## src/rtl/scan_select_sequencer_pkg.sv

```systemverilog
// Shared types and slot-search helper for the scan select sequencer.
package scan_pkg;

  typedef logic [1:0] slot_t;

  localparam logic DIR_UP = 1'b0;
  localparam logic DIR_DN = 1'b1;

  typedef enum logic {
    ST_IDLE,
    ST_RUN
  } state_t;

  // Returns {found, slot}: first enabled slot after cur in the given
  // direction, looking at the three other slots only.
  function automatic logic [2:0] next_slot(slot_t cur, logic dir, logic [3:0] mask);
    slot_t      cand;
    logic [2:0] res;
    res = '0;
    for (int unsigned k = 1; k <= 3; k++) begin
      cand = (dir == DIR_UP) ? slot_t'(cur + slot_t'(k)) : slot_t'(cur - slot_t'(k));
      if (mask[cand] && !res[2]) begin
        res = {1'b1, cand};
      end
    end
    return res;
  endfunction

endpackage

```

## src/rtl/scan_select_sequencer_prescaler.sv

```systemverilog
// Dwell-time prescaler: counts 0..PRESCALE-1 while enabled, pulses tc on
// the terminal count.
module scan_prescaler #(
  parameter int unsigned PRESCALE = 4,
  parameter int unsigned PS_W     = 16
) (
  input  logic clk,
  input  logic reset,
  input  logic clr,
  input  logic en,
  output logic tc
);

  localparam logic [PS_W-1:0] TC_VAL = PS_W'(PRESCALE - 1);

  logic [PS_W-1:0] r_cnt;

  assign tc = en && (r_cnt == TC_VAL);

  // Count while enabled, wrap at terminal count, clear on request.
  always_ff @(posedge clk) begin
    if (reset || clr) begin
      r_cnt <= '0;
    end else if (en) begin
      r_cnt <= tc ? '0 : r_cnt + PS_W'(1);
    end
  end

endmodule

```

## src/rtl/scan_select_sequencer.sv

```systemverilog
// Select generator for a 2-to-4 one-hot decoder: steps slots 0..3 up or
// down at a prescaled rate, skipping masked-off slots.
module scan_select_sequencer
  import scan_pkg::*;
#(
  parameter int unsigned PRESCALE = 4,
  parameter int unsigned PS_W     = 16
) (
  input  logic       clk,
  input  logic       reset,
  input  logic       en,
  input  logic       dir,
  input  logic [3:0] mask,
  input  logic       load,
  input  logic [1:0] load_val,
  output logic       x1,
  output logic       x2,
  output logic       tick,
  output logic       wrap,
  output logic       active
);

  state_t     r_state;
  slot_t      r_slot;
  logic       r_tick;
  logic       r_wrap;
  logic       r_active;

  logic       w_run_cond;
  logic       w_ps_en;
  logic       w_ps_clr;
  logic       w_tc;
  logic [2:0] w_next;
  logic       w_found;
  slot_t      w_new;
  logic       w_wrap;

  assign w_run_cond = en && (mask != '0);
  // Prescaler only counts while already in RUN and still allowed to run,
  // so entering RUN always starts the dwell from zero.
  assign w_ps_en    = (r_state == ST_RUN) && w_run_cond;
  assign w_ps_clr   = load || !w_ps_en;

  assign w_next  = next_slot(r_slot, dir, mask);
  assign w_found = w_next[2];
  assign w_new   = w_next[1:0];
  assign w_wrap  = (dir == DIR_UP) ? (w_new < r_slot) : (w_new > r_slot);

  scan_prescaler #(
    .PRESCALE (PRESCALE),
    .PS_W     (PS_W)
  ) u_prescaler (
    .clk   (clk),
    .reset (reset),
    .clr   (w_ps_clr),
    .en    (w_ps_en),
    .tc    (w_tc)
  );

  // FSM, slot register and registered tick/wrap/active outputs.
  always_ff @(posedge clk) begin
    if (reset) begin
      r_state  <= ST_IDLE;
      r_slot   <= '0;
      r_tick   <= 1'b0;
      r_wrap   <= 1'b0;
      r_active <= 1'b0;
    end else begin
      r_state  <= w_run_cond ? ST_RUN : ST_IDLE;
      r_active <= w_run_cond;
      r_tick   <= 1'b0;
      r_wrap   <= 1'b0;
      if (load) begin
        r_slot <= load_val;
      end else if (w_tc && w_found) begin
        r_slot <= w_new;
        r_tick <= 1'b1;
        r_wrap <= w_wrap;
      end
    end
  end

  assign x1     = r_slot[1];
  assign x2     = r_slot[0];
  assign tick   = r_tick;
  assign wrap   = r_wrap;
  assign active = r_active;

endmodule

```

## config.mk

```make
export PLATFORM = sky130hd
export DESIGN_NAME = scan_select_sequencer
export DESIGN_NICKNAME = d
export VERILOG_FILES = /design/src/rtl/scan_select_sequencer_pkg.sv /design/src/rtl/scan_select_sequencer_prescaler.sv /design/src/rtl/scan_select_sequencer.sv
export SDC_FILE = /design/constraint.sdc
export NUM_CORES = 1
export LEC_CHECK = 0
export CAP_MARGIN = 20
export CORE_ASPECT_RATIO = 0.5
export CORE_UTILIZATION = 40
export CTS_CLUSTER_SIZE = 8
export DETAILED_ROUTE_END_ITERATION = 8
export PLACE_DENSITY = 0.58
export SETUP_SLACK_MARGIN = 0.15
export SLEW_MARGIN = 40
export SYNTH_ARGS = -nofsm -noshare
export SYNTH_HDL_FRONTEND = slang
export SYNTH_SLANG_ARGS = --single-unit
```

## constraint.sdc

```tcl
create_clock -name clk -period 3.85 [get_ports clk]
set_clock_uncertainty 0.05 [all_clocks]
set_input_delay 1.155 -clock clk [delete_from_list [all_inputs] [get_ports clk]]
set_output_delay 1.155 -clock clk [all_outputs]
set_load 0.01 [all_outputs]
```

== Word level (Yosys, flattened, before mapping) ==
Cells that the tools add are included.

* Register bits: 22
* Word-level logic and storage cells: 53

* Add/sub/neg operators: 7
* $lt $le $gt $ge: 5
* Eq/ne operators: 1
* Multiplexer cells: 18
* Bitwise operators: 1
* Reduce and logical (&&, ||, !) cells: 15

{| class="wikitable"
|+ Operators with widths
! kind !! count
|-
| 16-bit by 1-bit adder with 16-bit output, second input constant || 1
|-
| 16-bit by 2-bit equality test with 1-bit output, second input constant || 1
|-
| 16-bit two-way mux || 1
|-
| 2-bit two-way mux || 5
|-
| 2-bit by 3-bit less-than comparator with 1-bit output, second input constant || 3
|-
| 3-bit two-way mux || 3
|-
| 1-bit binary-select mux with 2-bit select || 3
|-
| 1-bit logical AND || 6
|-
| 1-bit two-way mux || 6
|-
| 2-bit adder, second input constant || 2
|-
| 4-bit nonzero test || 1
|-
| 2-bit subtractor, second input constant || 2
|-
| 1-bit logical NOT || 3
|-
| 3-bit OR reduction || 1
|-
| 2-bit by 1-bit adder with 2-bit output, second input constant || 1
|-
| 2-bit greater-than comparator || 1
|-
| 1-bit logical OR || 2
|-
| 2-bit less-than comparator || 1
|-
| 2-bit nonzero test || 1
|-
| 2-bit OR reduction || 1
|-
| 2-bit by 1-bit subtractor with 2-bit output, second input constant || 1
|-
| 1-bit NOT || 1
|}

== Depth between registers and ports, before layout ==
* Depth after elaboration: 14
* Gate-level depth with buffers: 11

== Cells and area by module ==
From an unflattened synthesis, not the netlist that was laid out.

* Cells, all modules: 149
* Area total of the unflattened synthesis: 1,295.0 um^2

{| class="wikitable"
|+ By module, submodules not included
! module !! instances !! cells each !! area an instance (um^2)
|-
| scan_prescaler || 1 || 88 || 793.3
|-
| scan_select_sequencer || 1 || 61 || 501.7
|}

== Least setup slack after synthesis ==
OpenSTA, ideal clock, no wires.

* Path type: input to register
* From: input port mask[3]
* To: register r_wrap, in the netlist wrap
* Data arrival time: 2.900 ns
* Setup slack: 0.784 ns
* Cell stages on the path: 9
* Path through: buf_2 > or2_2 > a221oi_1 > o22ai_1 > ha_1 > a21oi_1 > a21oi_1 > mux2_2 > and3_2

* Longest elaborated chain between the ends: 12

{| class="wikitable"
|+ Ends and longest elaborated chain
! element !! line !! text
|-
| start, declared || scan_select_sequencer.sv:13 || <nowiki>input logic [3:0] mask,</nowiki>
|-
| branches (longest 12 deep; another with 2-bit less-than comparator) || -- ||
|-
| end signal, assigned || scan_select_sequencer.sv:78 || <nowiki>r_wrap <= w_wrap;</nowiki>
|-
| end, declared || scan_select_sequencer.sv:26 || <nowiki>logic r_wrap;</nowiki>
|}

Parallel ways; which one is timed is not known. The select of a mux whose other input is x is not followed.
A chain may end at the register's enable or synchronous reset.

== Final worst setup path ==
* From: input port mask[2]
* To: register r_wrap, in the netlist wrap

The elaborated chain is that of the path after synthesis.

==> reports/results.tsv <==
stage	metric	value	unit
clock_network	cts-buffers-inserted	3	
sta	clock.fmax	298.0	MHz
clock_network	cts_tree	done	
logic_synthesis	yosysTopAreaCell	dfxtp_1	
setup_path	reg2reg_slack	1.46	ns
finish	multi_input_area	747.0	sq um
power	p_int	323.8	uW
placement	place_congestion	0.8204	
route	wire_per_inst	12.29	um
logic_synthesis	synth_top_area_frac	0.3460	
power	p_leak	0.5078	nW
route	drtPass1Iterations	4	
floorplanning	die_w	79.94	um
power	combPwrFrac	0.136	
global_route	grt_first_pass_wirelength	4146	um
power	swShare	0.2440	
logic_synthesis	syn_area_per_cell	8.321	sq um
sta	rsz0062_at_grt	false	
sta	final-setup-viol-count	0	
logic_synthesis	synth_seq_area_share	0.3460	
logic_synthesis	synth_area	1215	sq um
sta	setup_tns	0	ns
placement	placed_area	1401	sq um
clock_network	htree_levels	1	
power	powerDensity	295.9	nW/um^2
floorplanning	dieArea	3275	sq um
clock_network	clkSlewWorstSetupHoldPaths	0.08	ns
sta	hold_ws	0.4004	ns
logic_synthesis	yosys_warnings	0	
status	outcome	completed	
finish	drive_gt1_frac	0.09877	
setup_path	r2r_end	wrap	
power	seqPwrFrac	0.524	
global_route	grt_antenna_before_repair	0	
finish	regArea	420.4	sq um
route	via_per_inst	5.256	
sta	post-route-period-util	0.8716	
setup_path	critPathArrivalTime	3.46	ns
clock_network	cts_root_buffer	clkbuf_8	
floorplanning	row_count	13	
sta	hold_violations	0	
finish	most-common-layout-cells	nor2_1, dfxtp_1, clkdlybuf4s50_1	
finish	antennaDiodeCount	0	
power	p_total	428.3	uW
route	vias	1046	
finish	layout_commonest_cell	nor2_1	
logic_synthesis	syn_nets	160	
logic_synthesis	ys_seq_elements	21	
setup_path	cp-start-kind	input pin	
setup_path	required	3.96	ns
placement	io_buffers	15	
setup_path	r2r_cells	8	
setup_path	worstSetupStartpoint	mask[2]	
power	switching_power	104.5	uW
logic_synthesis	ys_types	42	
floorplanning	die_y	40.97	um
setup_path	critPathCaptureType	flop	
setup_path	critPathKind	in -> reg	
finish	fin_nets	177	
route	antenna_left	0	
global_route	grt_max_degree	15	
sta	maxSlewHeadroom	0.6977	
job	drv_cap	0	
route	first_iter_violations	48	
setup_path	endpoint	wrap	
clock_network	clkSinkCount	21	
global_route	grtUsageTotal	0.1722	
floorplanning	io_pins	16	
global_route	grt_overflow	0	
route	wirelength	2445	um
sta	tightest_slew	0.4528	ns
clock_network	cts.repair.resized	0	
global_route	grt_pass1_vias	920	
logic_synthesis	synthTopCellsByArea	dfxtp_1, nor2_1, xor2_1	
route	drc	0	
finish	fillerInstances	266	
floorplanning	core_area	2733	sq um
finish	area_delta_synth_final	19.16	%
setup_path	timing.rr.start	r_slot[1]	
sta	drv_slew	0	
logic_synthesis	postSynthCellCount	146	
placement	hpwl	1788	um
clock_network	hold_buffers	0	
clock_network	cts_buffer_depth	2	
floorplanning	start_util	0.4446	
clock_network	postCtsSetupBuffers	0	
power	power.clock.fraction	0.340	
min_path	hold_class	reg -> reg	
sta	fin_crit	3.356	ns
finish	utilization	0.5298	
power	peakVddDrop	124.9	uV
setup_path	crit_path_max_fanout	9	
finish	design_area	1448	sq um
clock_network	clock_latency	0.26	ns
[critical path, cell delays in order]
cell and delay (ns):
clkdlybuf4s50_1 0.54, or2_2 0.34, a221oi_1 0.28, o22ai_1 0.15, ha_1 0.30, a21oi_1 0.16, a21oi_1 0.05, mux2_2 0.26
and3_2 0.21
[metrics by stage]
stage                     instances  setup slack, ns
after CTS                       199           0.5068
after floorplan                 146           0.7838
final                           199           0.4944
after global placement          195           0.2823
after detailed placement        195           0.2250
after global routing            199           0.3063
[kinds of logic (layout without fill, tap and decap cells)]
| family | Yosys count | after routing | synth area share |
|---|---|---|---|
| and+or+nand+nor | 77 | 77 | 0.3615 |
| DFF | 21 | 21 | 0.3460 |
| AOI/OAI and AO/OA | 16 | 16 | 0.08755 |
| xor gates and xnor gates | 14 | 14 | 0.1009 |
| buffers and inverters | 11 | 27 | 0.03914 |
| muxes | 4 | 4 | 0.03399 |
| adders and majority gates | 3 | 3 | 0.03090 |
[synth_stat cells, drive strengths merged]
cell,count
nor4,2
nor3,4
or3,1
buf,3
and4bb,2
nand2b,1
and2,2
or4,1
mux2,1
nand3b,2
nand2,9
and4,1
nand3,6
dfxtp,21
a221oi,2
nand4,5
a21oi,4
a22oi,1
o21bai,1
xor2,8
or2,1
nor2b,3
o22ai,3
nor4b,2
o221ai,1
and3b,1
nor3b,3
a211o,1
clkbuf,2
nor2,22
xnor2,6
inv,6
and3,9
a211oi,1
ha,3
o21ai,2
mux2i,3
[power groups by stage]
stage,logic (mW),clock network [mW],registers (mW)
5_1_grt,0.0657,0.166,0.225
2_1_floorplan,0.0367,0,0.227
3_5_place_dp,0.0582,0,0.230
3_3_place_gp,0.0581,0,0.230
6_report,0.0582,0.146,0.225
4_1_cts,0.0584,0.152,0.225
[per-layer routing]
metal | GRT usage | part of all wire | vias up
met2 | 0.3013 | 0.42 | 14
li1 | - | - | 552
met3 | 0.04667 | 0.027 | 5
met1 | 0.2151 | 0.54 | 475
met5 | 0 | 0 | -
met4 | 0.05357 | 0.0098 | 0
[worst min-delay path by stage]
stage                    startpoint                    to  slack, ns  depth (start not counted)
2_1_floorplan  u_prescaler.r_cnt[0]  u_prescaler.r_cnt[0]       0.36                          1
3_3_place_gp   u_prescaler.r_cnt[0]  u_prescaler.r_cnt[0]       0.38                          1
3_5_place_dp   u_prescaler.r_cnt[0]  u_prescaler.r_cnt[0]       0.38                          1
4_1_cts        u_prescaler.r_cnt[0]  u_prescaler.r_cnt[0]       0.40                          1
5_1_grt        u_prescaler.r_cnt[0]  u_prescaler.r_cnt[0]       0.43                          1
6_report       u_prescaler.r_cnt[0]  u_prescaler.r_cnt[0]       0.40                          1
[cell type report]
| class | count | share of cell area |
|---|---|---|
| timing repair buffer | 17 | 0.1141 |
| inverter | 6 | 0.01556 |
| tap | 37 | 0.03198 |
| clock inverter | 1 | 0.003457 |
| multi-input combinational | 114 | 0.5160 |
| clock buffer | 3 | 0.02852 |
| sequential | 21 | 0.2904 |
[registers in the layout (all words and copies together), names as in the netlist]
signal and cells:
tick 1, r_slot 2, u_prescaler.r_cnt 16, wrap 1, r_state 1
Note: power is estimated with default switching activity, not from simulation.
